==> src/rtl/star_scheduler_pkg.sv <==
// Shared definitions for the star scheduler: fixed star world positions,
// default bounding-box size and the scan FSM encoding.
package star_scheduler_pkg;

    localparam int STAR_SIZE_DEF = 12;
    localparam int MAX_STARS     = 16;

    typedef enum logic {
        ST_IDLE = 1'b0,
        ST_SCAN = 1'b1
    } state_e;

    // World-coordinate top-left corner of each star slot; builds with fewer
    // slots use only the leading entries.
    localparam logic [9:0] STAR_X [MAX_STARS] = '{
        10'd236, 10'd300, 10'd400, 10'd500, 10'd600, 10'd700, 10'd800, 10'd900,
        10'd100, 10'd150, 10'd350, 10'd450, 10'd550, 10'd650, 10'd750, 10'd850
    };
    localparam logic [9:0] STAR_Y [MAX_STARS] = '{
        10'd200, 10'd180, 10'd100, 10'd300, 10'd50,  10'd400, 10'd250, 10'd150,
        10'd600, 10'd650, 10'd700, 10'd500, 10'd550, 10'd620, 10'd680, 10'd720
    };

    function automatic logic [9:0] star_x(input logic [3:0] idx);
        return STAR_X[idx];
    endfunction

    function automatic logic [9:0] star_y(input logic [3:0] idx);
        return STAR_Y[idx];
    endfunction

endpackage

==> src/rtl/star_scheduler_hit_check.sv <==
// Axis-aligned box overlap test between character and one star, with
// inclusive edges; sums are carried in 11 bits so they never wrap.
module star_hit_check #(
    parameter int STAR_SIZE = 12
) (
    input  logic [9:0] cx_i,
    input  logic [9:0] cy_i,
    input  logic [9:0] sx_i,
    input  logic [9:0] sy_i,
    output logic       hit_o
);

    localparam logic [10:0] SZ = 11'(STAR_SIZE);

    logic [10:0] cx, cy, sx, sy;
    logic        hit_x, hit_y;

    assign cx = {1'b0, cx_i};
    assign cy = {1'b0, cy_i};
    assign sx = {1'b0, sx_i};
    assign sy = {1'b0, sy_i};

    assign hit_x = (cx <= sx + SZ) && (cx + SZ >= sx);
    assign hit_y = (cy <= sy + SZ) && (cy + SZ >= sy);
    assign hit_o = hit_x && hit_y;

endmodule

==> src/rtl/star_scheduler.sv <==
// Star collection scheduler: one slot per cycle is checked against the
// character position latched at frame_tick; collected slots drop out of the mask.
module star_scheduler
    import star_scheduler_pkg::*;
#(
    parameter int NUM_STARS = 8,
    parameter int STAR_SIZE = STAR_SIZE_DEF
) (
    input  logic                           sys_clk,
    input  logic                           RST_N,
    input  logic                           frame_tick,
    input  logic                           level_reset,
    input  logic [9:0]                     char_X,
    input  logic [9:0]                     char_Y,
    input  logic [9:0]                     bg_pos,
    input  logic [$clog2(NUM_STARS)-1:0]   rd_idx,
    output logic [9:0]                     rd_x,
    output logic [9:0]                     rd_y,
    output logic                           rd_en,
    output logic [NUM_STARS-1:0]           star_mask,
    output logic                           collect_pulse,
    output logic [$clog2(NUM_STARS)-1:0]   collect_idx,
    output logic [$clog2(NUM_STARS):0]     star_count,
    output logic                           all_collected,
    output logic                           busy
);

    localparam int IW = $clog2(NUM_STARS);
    localparam int CW = IW + 1;

    state_e               state_q, state_d;
    logic [IW-1:0]        scan_idx_q, scan_idx_d;
    logic [NUM_STARS-1:0] mask_q, mask_d;
    logic [CW-1:0]        count_q, count_d;
    logic                 pulse_q, pulse_d;
    logic [IW-1:0]        cidx_q, cidx_d;
    logic [9:0]           cx_q, cx_d;
    logic [9:0]           cy_q, cy_d;
    logic                 hit;

    star_hit_check #(
        .STAR_SIZE (STAR_SIZE)
    ) u_hit (
        .cx_i  (cx_q),
        .cy_i  (cy_q),
        .sx_i  (star_x(4'(scan_idx_q))),
        .sy_i  (star_y(4'(scan_idx_q))),
        .hit_o (hit)
    );

    always_ff @(posedge sys_clk or negedge RST_N) begin
        if (!RST_N) begin
            state_q    <= ST_IDLE;
            scan_idx_q <= '0;
            mask_q     <= '1;
            count_q    <= '0;
            pulse_q    <= 1'b0;
            cidx_q     <= '0;
            cx_q       <= '0;
            cy_q       <= '0;
        end else begin
            state_q    <= state_d;
            scan_idx_q <= scan_idx_d;
            mask_q     <= mask_d;
            count_q    <= count_d;
            pulse_q    <= pulse_d;
            cidx_q     <= cidx_d;
            cx_q       <= cx_d;
            cy_q       <= cy_d;
        end
    end

    always_comb begin
        state_d    = state_q;
        scan_idx_d = scan_idx_q;
        mask_d     = mask_q;
        count_d    = count_q;
        pulse_d    = 1'b0;
        cidx_d     = cidx_q;
        cx_d       = cx_q;
        cy_d       = cy_q;
        // level_reset overrides everything, including a scan in flight
        if (level_reset) begin
            state_d    = ST_IDLE;
            scan_idx_d = '0;
            mask_d     = '1;
            count_d    = '0;
        end else begin
            case (state_q)
                ST_IDLE: begin
                    if (frame_tick) begin
                        state_d    = ST_SCAN;
                        scan_idx_d = '0;
                        cx_d       = char_X;
                        cy_d       = char_Y;
                    end
                end
                ST_SCAN: begin
                    if (hit && mask_q[scan_idx_q]) begin
                        mask_d[scan_idx_q] = 1'b0;
                        count_d            = count_q + CW'(1);
                        pulse_d            = 1'b1;
                        cidx_d             = scan_idx_q;
                    end
                    if (scan_idx_q == IW'(NUM_STARS - 1)) begin
                        state_d    = ST_IDLE;
                        scan_idx_d = '0;
                    end else begin
                        scan_idx_d = scan_idx_q + IW'(1);
                    end
                end
                default: state_d = ST_IDLE;
            endcase
        end
    end

    assign rd_x          = star_x(4'(rd_idx)) - bg_pos;
    assign rd_y          = star_y(4'(rd_idx));
    assign rd_en         = mask_q[rd_idx];
    assign star_mask     = mask_q;
    assign collect_pulse = pulse_q;
    assign collect_idx   = cidx_q;
    assign star_count    = count_q;
    assign all_collected = (mask_q == '0);
    assign busy          = (state_q == ST_SCAN);

endmodule

==> config.mk <==
export PLATFORM = sky130hd
export DESIGN_NAME = star_scheduler
export DESIGN_NICKNAME = d
export VERILOG_FILES = /design/src/rtl/star_scheduler_pkg.sv /design/src/rtl/star_scheduler_hit_check.sv /design/src/rtl/star_scheduler.sv
export SDC_FILE = /design/constraint.sdc
export NUM_CORES = 1
export LEC_CHECK = 0
export BUFFER_PORTS_ARGS = -buffer_cell sky130_fd_sc_hd__buf_2
export CORE_MARGIN = 8
export CORE_UTILIZATION = 35
export CTS_CLUSTER_SIZE = 8
export DETAILED_ROUTE_END_ITERATION = 10
export PLACE_DENSITY = 0.63
export SETUP_SLACK_MARGIN = 0.05
export SYNTH_ARGS = -nofsm -noshare
export SYNTH_HDL_FRONTEND = slang
export SYNTH_HIERARCHICAL = 1
export SYNTH_SLANG_ARGS = --single-unit
==> constraint.sdc <==
create_clock -name sys_clk -period 4.9 [get_ports sys_clk]
set_input_delay 0.245 -clock sys_clk [delete_from_list [all_inputs] [get_ports sys_clk]]
set_output_delay 0.245 -clock sys_clk [all_outputs]
set_load 0.05 [all_outputs]
==> key figures <==
Final layout
  • Share of cells above drive strength 1: between 20% and 30%
  • Layout area overhead: 16.00%
  • Non-filler instance count after layout: 683
  • Nets: 643
  • Design Area, Final: between 4000 and 5000 sq um
  • N_diodes: 0

Yosys
  • Ys Warns: 6
  • Synthesis-stage register bit count: 40
  • Syn_area_per_cell: 8.812 sq um
  • Top post-synthesis cells by area: ha_1, dfrtp_1, mux2_2
  • Mapped Cells: 464
  • Largest area contributor in the netlist: ha_1
  • Most common library cells after synthesis: ha_1, inv_1, nor2_1
  • Post-synthesis cell area: around 4100 sq um
  • Asr flop ratio synth: 100.0%
  • Part of the Yosys area used for sequential elements: 24.72%
  • EDFF count, synth: 0
  • Post-synth top area share: 20.50%
  • Top_reg_cell synth: dfrtp_1
  • Count leader, synth: ha_1
  • Count of cell types in the netlist: 58

Timing
  • Setup TNS: 0 ns
  • Fin crit period: between 4 and 5 ns
  • Fin crit share: between 90 and 100%
  • Worst Max-Slew Pin Slew: between 0.8 and 0.9 ns
  • Final setup vio count: 0
  • Rel. slew slack: 41.20%
  • F_max: 223.9 MHz
  • Hold Vio Cnt, Final: 0
  • Slew Limit Fails: 0
  • RSZ-0062 raised after global routing: false
  • Max Clock Skew: approximately 0.0085 ns

CTS
  • Worst-path clk slew: 0.06 ns
  • Max clock buf depth: 2
  • Hold_buf cts: 0
  • Number of buffers created by CTS: 5
  • CTS tree: yes
  • Clk sinks: 40
  • Clock Latency Late Sink: between 0.2 and 0.3 ns
  • CTS Root Cell: clkbuf_16
  • H-Tree Depth: 2

Status
  • Outcome: finished clean

Floorplanning
  • Core ar.: between 10000 and 15000 sq um
  • DIE AREA: between 15000 and 20000 sq um
  • Cell Rows: 39
  • Starting Density: about 36%
  • Die H: 124.1 um
  • Width of the die: 124.1 um
  • I/O pins: 76

Critical path
  • Reg2reg path depth: 17
  • CP Launch Type: flip-flop
  • Reg2Reg Setup Slack: 0.43 ns
  • Crit Reg-Reg Startpoint: scan_idx_q[1]
  • RR Endpoint: star_count[0]
  • WP data required: about 5.1 ns
  • Worst-path fanout max: 12
  • Setup crit end kind: flip-flop
  • Crit path kind: flip-flop to flip-flop
  • WP data arrival: 4.63 ns

Worst hold path
  • Worst hold path type: input pin to async pin

Route
  • Remaining DRCs: 0
  • Wire per inst: 14.15 um
  • Via Count: 3527
  • Post-Route WL: 9667 um
  • Vias per cell: 5.164
  • Pre-antenna DRT Iters: 4
  • Initial drt markers: 202
  • Routed Antenna Nets: 0

Place
  • Placer Congestion: 0.8542
  • HPWL after detailed placement: between 7000 and 8000 um
  • Inst Count DP: 675
  • Area after DPL: 4601 sq um
  • Number of port buffers: 73

Global routing
  • Gr ovfl total: 0
  • Largest net degree at the start of global routing: 41
  • GRT Total Usage: between 10 and 15%
  • First-pass GRT wire length: about 16000 um
  • Initial antenna violation count: 0
  • GR peak layer: met2
  • Grt met2 use: 21.83%
  • Number of global-route vias before repair: 3584
  • Met1 Track Usage GR: 15.60%
  • GR Layer Usage met3: 2.539%

Flow run
  • Maxcap violations: 0

Power and ir drop
  • Leakage: about 2.3 nW
  • Maximum VDD drop: roughly 0.00016 V
  • Pwr/cell area: 287.9 nW/um^2
==> worst max-delay path by stage <==
stage	slack, ns	endpoint	start
global route	0.08	collect_idx[0]	scan_idx_q[1]
detailed placement	0.34	star_count[0]	scan_idx_q[0]
global placement	0.56	star_count[0]	scan_idx_q[0]
finish	0.43	star_count[0]	scan_idx_q[1]
CTS	0.33	star_count[0]	scan_idx_q[0]
floorplan	0.92	star_count[0]	scan_idx_q[1]
==> registers in the layout, indices dropped and copies added, names as in the netlist <==
| name | count |
|---|---|
| collect_pulse | 1 |
| cy_q | 10 |
| scan_idx_q | 3 |
| cx_q | 10 |
| busy | 1 |
| star_count | 4 |
| star_mask | 8 |
| collect_idx | 3 |
==> repair_timing <==
action,CTS,global route
gates resized for setup,0,1
setup endpoints to repair,0,11
setup buffers,0,0
==> cells in the final DEF (no fill, tap or decap), types with 6 or more instances in the layout <==
cell type	Yosys	routed
a31oi_1	10	10
o21ai_0	23	23
nor2_1	41	41
nand2b_1	6	6
buf_2	2	73
xnor2_1	18	18
a21o_1	7	7
nand2_1	34	34
ha_1	67	67
conb_1	1	7
mux2_2	21	21
nand3_1	9	9
nor2b_1	9	9
dfrtp_1	32	31
a211oi_1	6	6
nor3_1	10	10
dfstp_2	8	8
a21oi_1	27	27
xor2_1	11	11
inv_1	45	45
==> cell type report <==
class	count	area (sq um)
Clock buffer	6	128.9
Clock inverter	2	12.51
Fill cell	1131	6675
Inverter	47	183.9
Multi-Input combinational cell	368	2831
Sequential cell	40	1012
Tap cell	143	178.9
Timing Repair Buffer	77	395.4
==> where the power goes <==
part           total (mW)  internal, mW  switching [mW]
sequential          0.425         0.371          0.0543
clock               0.320         0.188           0.132
combinational       0.620         0.247           0.373
total                1.37         0.806           0.560
==> routing by layer <==
| layer | vias to the layer above | wire length [um] |
|---|---|---|
| li1 | 1773 | - |
| met1 | 1640 | 4363 |
| met2 | 103 | 4465 |
| met3 | 11 | 690 |
| met4 | 0 | 148 |
| met5 | - | 0 |
==> critical path: stages (launching register included) <==
cell and delay, ns:
dfrtp_1 0.60, inv_1 0.21, ha_1 0.39, nand2_1 0.06
o21ai_0 0.07, inv_1 0.12, or3_4 0.42, nor2_1 0.15
xnor2_1 0.14, ha_1 0.27, a21o_1 0.18, a21oi_1 0.18
nor3b_1 0.20, a211oi_1 0.11, nor4b_2 0.42, nand2_1 0.19
nor3_4 0.31, mux2_4 0.33
==> cell families after synthesis <==
group	after synthesis	synth area share, %
compound gates	89	13.65
fa+ha+maj	67	20.50
flops	40	24.72
other cells	1	0.09171
buf+inv	62	6.579
simple gates	142	18.12
mux	34	10.13
xor+xnor	29	6.212
==> through the flow <==
step / setup slack (ns) / total power [mW] / hold WS (ns) / utilization (%)
finish: 0.4329 / 1.366 / 0.07893 / 41.54
CTS: 0.3272 / 1.384 / 0.1264 / 41.53
global placement: 0.5641 / 1.035 / 0.4120 / 40.29
floorplan: 0.9179 / 0.9010 / -0.05059 / -
detailed placement: 0.3393 / 1.052 / 0.4322 / 40.29
global route: 0.08487 / 1.472 / 0.1760 / 41.54
Power figures use the tool's default switching activity.
